**config.mk**
```make
export PLATFORM = sky130hd
export DESIGN_NAME = serial_adder
export DESIGN_NICKNAME = d
export VERILOG_FILES = /design/src/rtl/serial_adder_pkg.sv /design/src/rtl/serial_adder_digit_adder.sv /design/src/rtl/serial_adder.sv
export SDC_FILE = /design/constraint.sdc
export NUM_CORES = 1
export LEC_CHECK = 0
export BUFFER_PORTS_ARGS = -buffer_cell sky130_fd_sc_hd__buf_2
export CORE_MARGIN = 5
export CORE_UTILIZATION = 50
export CTS_CLUSTER_SIZE = 10
export DETAILED_ROUTE_END_ITERATION = 6
export PLACE_DENSITY = 0.85
export SETUP_SLACK_MARGIN = 0.3
export SLEW_MARGIN = 15
export SYNTH_ARGS = -nofsm -noshare
export SYNTH_HDL_FRONTEND = slang
export SYNTH_HIERARCHICAL = 1
export SYNTH_SLANG_ARGS = --single-unit
```
**constraint.sdc**
```tcl
create_clock -name clk -period 8.9 [get_ports clk]
set_clock_uncertainty 0.05 [all_clocks]
set_input_delay 0.89 -clock clk [delete_from_list [all_inputs] [get_ports clk]]
set_output_delay 0.89 -clock clk [all_outputs]
set_load 0.02 [all_outputs]
```
**src/rtl/serial_adder_pkg.sv**
```systemverilog
// ============================================================================
// Module      : serial_adder_pkg
// Description : Shared FSM state encoding for the digit-serial adder.
// Revision    : 1.0
// ============================================================================
`default_nettype none

package serial_adder_pkg;

  localparam logic [1:0] ST_IDLE = 2'b00;
  localparam logic [1:0] ST_RUN  = 2'b01;
  localparam logic [1:0] ST_DONE = 2'b10;

  typedef enum logic [1:0] {
    S_IDLE = ST_IDLE,
    S_RUN  = ST_RUN,
    S_DONE = ST_DONE
  } state_t;

endpackage

`default_nettype wire

```
**src/rtl/serial_adder_digit_adder.sv**
```systemverilog
// ============================================================================
// Module      : digit_adder
// Description : Combinational DIGIT-bit ripple adder exposing carry-out and
//               the carry into its top bit (for signed overflow detection).
// Revision    : 1.0
// ============================================================================
`default_nettype none

module digit_adder #(
  parameter int DIGIT = 4
) (
  input  logic [DIGIT-1:0] i_a,
  input  logic [DIGIT-1:0] i_b,
  input  logic             i_cin,
  output logic [DIGIT-1:0] o_sum,
  output logic             o_cout,
  output logic             o_ctop
);

  always_comb begin
    logic w_c;
    w_c    = i_cin;
    o_sum  = '0;
    o_ctop = 1'b0;
    for (int i = 0; i < DIGIT; i++) begin
      if (i == DIGIT - 1) o_ctop = w_c;
      o_sum[i] = i_a[i] ^ i_b[i] ^ w_c;
      w_c      = (i_a[i] & i_b[i]) | (w_c & (i_a[i] ^ i_b[i]));
    end
    o_cout = w_c;
  end

endmodule

`default_nettype wire

```
**src/rtl/serial_adder.sv**
```systemverilog
// ============================================================================
// Module      : serial_adder
// Description : Digit-serial add/subtract, DIGIT bits per cycle, valid/ready
//               handshakes. Optional macro SERIAL_ADDER_OVF_EN adds port ovf.
// Revision    : 1.0
// ============================================================================
`default_nettype none

module serial_adder
  import serial_adder_pkg::*;
#(
  parameter int WIDTH = 16,
  parameter int DIGIT = 4
) (
  input  logic             clk,
  input  logic             rst_n,
  input  logic             in_valid,
  output logic             in_ready,
  input  logic [WIDTH-1:0] a,
  input  logic [WIDTH-1:0] b,
  input  logic             cin,
  input  logic             sub,
  output logic             out_valid,
  input  logic             out_ready,
  output logic [WIDTH-1:0] sum,
  output logic             cout
`ifdef SERIAL_ADDER_OVF_EN
  ,
  output logic             ovf
`endif
);

  localparam int NDIG = WIDTH / DIGIT;
  localparam int CW   = (NDIG > 1) ? $clog2(NDIG) : 1;

  generate
    if ((DIGIT < 1) || ((WIDTH % DIGIT) != 0)) begin : g_bad_digit
      $error("serial_adder: WIDTH must be a positive multiple of DIGIT");
    end
  endgenerate

  state_t           r_state;
  state_t           w_next;
  logic [CW-1:0]    r_cnt;
  logic [WIDTH-1:0] r_a;
  logic [WIDTH-1:0] r_b;
  logic [WIDTH-1:0] r_sum;
  logic             r_carry;
  logic             w_last;
  int               w_idx;
  logic [DIGIT-1:0] w_dsum;
  logic             w_dcout;
  logic             w_ctop;

  assign w_idx  = int'(r_cnt) * DIGIT;
  assign w_last = (r_cnt == CW'(NDIG - 1));

  digit_adder #(.DIGIT(DIGIT)) u_digit_adder (
    .i_a    (r_a[w_idx +: DIGIT]),
    .i_b    (r_b[w_idx +: DIGIT]),
    .i_cin  (r_carry),
    .o_sum  (w_dsum),
    .o_cout (w_dcout),
    .o_ctop (w_ctop)
  );

  always_ff @(posedge clk) begin
    if (!rst_n) r_state <= S_IDLE;
    else        r_state <= w_next;
  end

  always_comb begin
    w_next = r_state;
    case (r_state)
      S_IDLE:  if (in_valid) w_next = S_RUN;
      S_RUN:   if (w_last) w_next = S_DONE;
      S_DONE:  if (out_ready) w_next = S_IDLE;
      default: w_next = S_IDLE;
    endcase
  end

  always_comb begin
    in_ready  = (r_state == S_IDLE);
    out_valid = (r_state == S_DONE);
  end

  // Subtraction reuses the adder: B is stored inverted and the carry seeded with 1.
  always_ff @(posedge clk) begin
    if (!rst_n) begin
      r_cnt   <= '0;
      r_a     <= '0;
      r_b     <= '0;
      r_sum   <= '0;
      r_carry <= 1'b0;
    end else begin
      case (r_state)
        S_IDLE: begin
          if (in_valid) begin
            r_a     <= a;
            r_b     <= sub ? ~b : b;
            r_carry <= sub ? 1'b1 : cin;
            r_cnt   <= '0;
          end
        end
        S_RUN: begin
          r_sum[w_idx +: DIGIT] <= w_dsum;
          r_carry               <= w_dcout;
          r_cnt                 <= r_cnt + CW'(1);
        end
        default: ;
      endcase
    end
  end

  assign sum  = r_sum;
  assign cout = r_carry;

`ifdef SERIAL_ADDER_OVF_EN
  logic r_ovf;

  always_ff @(posedge clk) begin
    if (!rst_n)                         r_ovf <= 1'b0;
    else if ((r_state == S_RUN) && w_last) r_ovf <= w_ctop ^ w_dcout;
  end

  assign ovf = r_ovf;
`else
  logic w_unused_ctop;
  assign w_unused_ctop = w_ctop;
`endif

endmodule

`default_nettype wire

```
==> impl_metrics.env <==
export IMPL_outcome="completed"
export IMPL_synthMuxAreaShare_pct=7.50
export IMPL_slew_violations=0
export IMPL_postCtsHoldBufs=0
export IMPL_crit_end="sum[11]"
export IMPL_io_pins=57
export IMPL_htreeDepth=2
export IMPL_wl_per_cell_um=14.1
export IMPL_worst_setup_path_start_kind="flop"
export IMPL_dpl_cell_area_sq_um=2810
export IMPL_avgSynthCellArea_sq_um=9.60
export IMPL_netlist_instances=264
export IMPL_core_sq_um=5010
export IMPL_dr_pass1_iters=4
export IMPL_finalSetupViolations=0
export IMPL_p_per_area_nw_per_um2=179
export IMPL_hold_depth=2
export IMPL_mostFrequentLayoutCell="nand2_1"
export IMPL_synth_area_sq_um=2530
export IMPL_synthesis_nets=311
export IMPL_synth_main_ff_cell="dfxtp_1"
export IMPL_ff2ff_setup_slack_ns=5.56
export IMPL_synthAdderAreaFrac_pct=5.63
export IMPL_max_cap_violations=0
export IMPL_ys_ff_latch=53
export IMPL_endpoint_kind="flop"
export IMPL_vias=1976
export IMPL_synth_top_family_by_area="simple AND/OR/NAND/NOR gates"
export IMPL_reg2reg_to="sum[11]"
export IMPL_min_period_ns=3.34
export IMPL_areaGrowthSynthToFinish_pct=16.1
export IMPL_cts_setup_buffers=0
export IMPL_die_height_um=81.2
export IMPL_synthArstFlopShare_pct=0
export IMPL_clkSinkCount=53
export IMPL_synth_xor_area_share_pct=5.53
export IMPL_synth_enable_flop_cells=0
export IMPL_port_buffers=56
export IMPL_stdcell_area_sq_um=2940
export IMPL_cp_max_fo=15
export IMPL_grt_overflow_total=0
export IMPL_drtIter0Drc=124
export IMPL_cpMaxStageDelayCell="dfxtp_1"
export IMPL_start_util_pct=50.6
export IMPL_hold_class="flop to flop"
export IMPL_die_w_um=81.2
export IMPL_path_clk_slew_ns=0.10
export IMPL_min_period_over_period_pct=37.5
export IMPL_worst_slew_pin_slew_ns=0.885
export IMPL_fin_nets=355
export IMPL_final_hold_viol_count=0
export IMPL_r2r_start="r_cnt[0]"
export IMPL_relSlewSlack_pct=41.0
export IMPL_vias_per_cell=5.21
export IMPL_crit_required_ns=9.08
export IMPL_startpoint="r_cnt[0]"
export IMPL_clock_root_buffer="clkbuf_8"
export IMPL_grt_usage_pct=17.6
export IMPL_cts_tree="done"
export IMPL_p_leak_nw=1.37
export IMPL_synth_seq_area_share_pct=41.9
export IMPL_cts_made_buffers=5
export IMPL_synth_compound_area_share_pct=16.5
export IMPL_ir_worst_vdd_mv=0.0751
export IMPL_cts_path_max_buffers=2
export IMPL_synth_warnings=6
export IMPL_num_rows=26
export IMPL_routabilityCongestion=0.841
export IMPL_yosys_area_share_simple_pct=17.1
export IMPL_ant_nets=0
export IMPL_path_class="flop to flop"
export IMPL_antenna_found_initial=0
export IMPL_grt_max_degree=58
export IMPL_synth_distinct_cells=32
export IMPL_setup_tns_ns=0
export IMPL_nFillCells=471
export IMPL_grt_pass1_vias=1989
export IMPL_drive_above_1_share_pct=25.2
export IMPL_fmax_mhz=300
export IMPL_grt_pass1_wl_mm=8.97
export IMPL_drc=0
export IMPL_ctsResizeCount=0
export IMPL_arrival_ns=3.52
export IMPL_die_area_sq_um=6590
export IMPL_wl_mm=5.35
export IMPL_cpPeakStageDelay_ns=0.86
export IMPL_crit_path_cell_trace="mux4_2 -> fa_1 -> inv_1 -> fa_1 -> fa_1 -> inv_1 -> fa_1 -> nand2_1 -> o22ai_1"
export IMPL_rsz0062_at_grt="false"
export IMPL_dp_hpwl_mm=3.85
export IMPL_antennaDiodeCount=0
export IMPL_clk_latency_ns=0.31
export IMPL_final_cell_mix="69 x nand2_1, 56 x buf_2, 53 x dfxtp_1"
export IMPL_power_mw=0.526
export IMPL_cpMostUsedCell="fa_1"
export IMPL_ff2ff_path_depth=9
## registers in the layout, summed over array words and instances (netlist names)
| name | cells |
|---|---|
| cout | 1 |
| r_b | 16 |
| r_state | 2 |
| sum | 16 |
| r_cnt | 2 |
| r_a | 16 |
## cells by family (layout without fill, tap and decap cells)
logic type	count (synthesis)	after routing
AND/OR/NAND/NOR	92	92
AO/OA/AOI/OAI	54	54
flip-flops	53	53
buffers and inverters	31	76
XOR/XNOR	16	16
adder cells (fa/ha/maj)	9	9
multiplexers	9	9
## cells in the mapped netlist (2+ instances only)
| master | number | area [sq um] |
|---|---|---|
| nor2_1 | 3 | 11.3 |
| nand2_1 | 69 | 259 |
| inv_1 | 11 | 41.3 |
| mux4_2 | 8 | 180 |
| ha_1 | 5 | 62.6 |
| buf_4 | 4 | 30.0 |
| and3b_1 | 2 | 17.5 |
| o22ai_1 | 16 | 100 |
| clkbuf_1 | 8 | 30.0 |
| nor2b_1 | 5 | 31.3 |
| o211a_1 | 16 | 160 |
| a21oi_1 | 2 | 10.0 |
| nand4_1 | 3 | 18.8 |
| nand2b_1 | 3 | 18.8 |
| xnor2_1 | 16 | 140 |
| a21boi_1 | 16 | 120 |
| buf_2 | 7 | 35.0 |
| dfxtp_1 | 53 | 1060 |
| fa_1 | 4 | 80.1 |
## critical path, delay by kind of cell, from the launching register on
kind                       cells  cell delay [ns]
buffers and inverters          2             0.14
DFF                            1             0.86
muxes                          1             0.61
AOI/OAI and AO/OA              1             0.21
adders and majority gates      4             1.26
and+or+nand+nor                1             0.11
## report_power, final
| part | leakage [nW] | internal (mW) | switching, mW |
|---|---|---|---|
| Clock | 0.0681 | 0.112 | 0.0761 |
| Sequential | 0.434 | 0.250 | 0.0114 |
| Combinational | 0.872 | 0.0368 | 0.0401 |
| Total | 1.37 | 0.399 | 0.128 |
## worst min path at each step
stage / from / to
after floorplan: r_a[10] / r_a[10]
after global placement: r_a[9] / r_a[9]
after detailed placement: r_a[9] / r_a[9]
after CTS: r_a[2] / r_a[2]
after global routing: r_a[4] / r_a[4]
final: r_a[0] / r_a[0]
## stage by stage
step	setup WS (ns)	hold slack, ns	instances	utilization, %
floorplan	5.97	0.382	264	-
global placement	5.71	0.392	371	56.1
detailed placement	5.60	0.396	371	56.1
CTS	5.54	0.413	379	58.8
global route	5.33	0.425	379	58.8
finish	5.56	0.408	379	58.8
## per-layer routing
| layer | vias to the layer above | track usage (%) | share of wire, % |
|---|---|---|---|
| met5 | - | 0 | 0 |
| met4 | 0 | 5.74 | 1.6 |
| met3 | 7 | 5.32 | 5.9 |
| met2 | 58 | 30.3 | 49 |
| met1 | 926 | 20.9 | 44 |
| li1 | 985 | - | - |
## cell type report
class                   count  area [sq um]  share of cell area, %
multi-input cells         180          1330                   45.3
repair buffers             57           288                   9.77
flip-flops and latches     53          1060                   36.0
inverters                  11          41.3                   1.40
clock buffers               5          68.8                   2.34
clock inverters             3          65.1                   2.21
well taps                  70          87.6                   2.97
(Power assumes the default switching activity.)
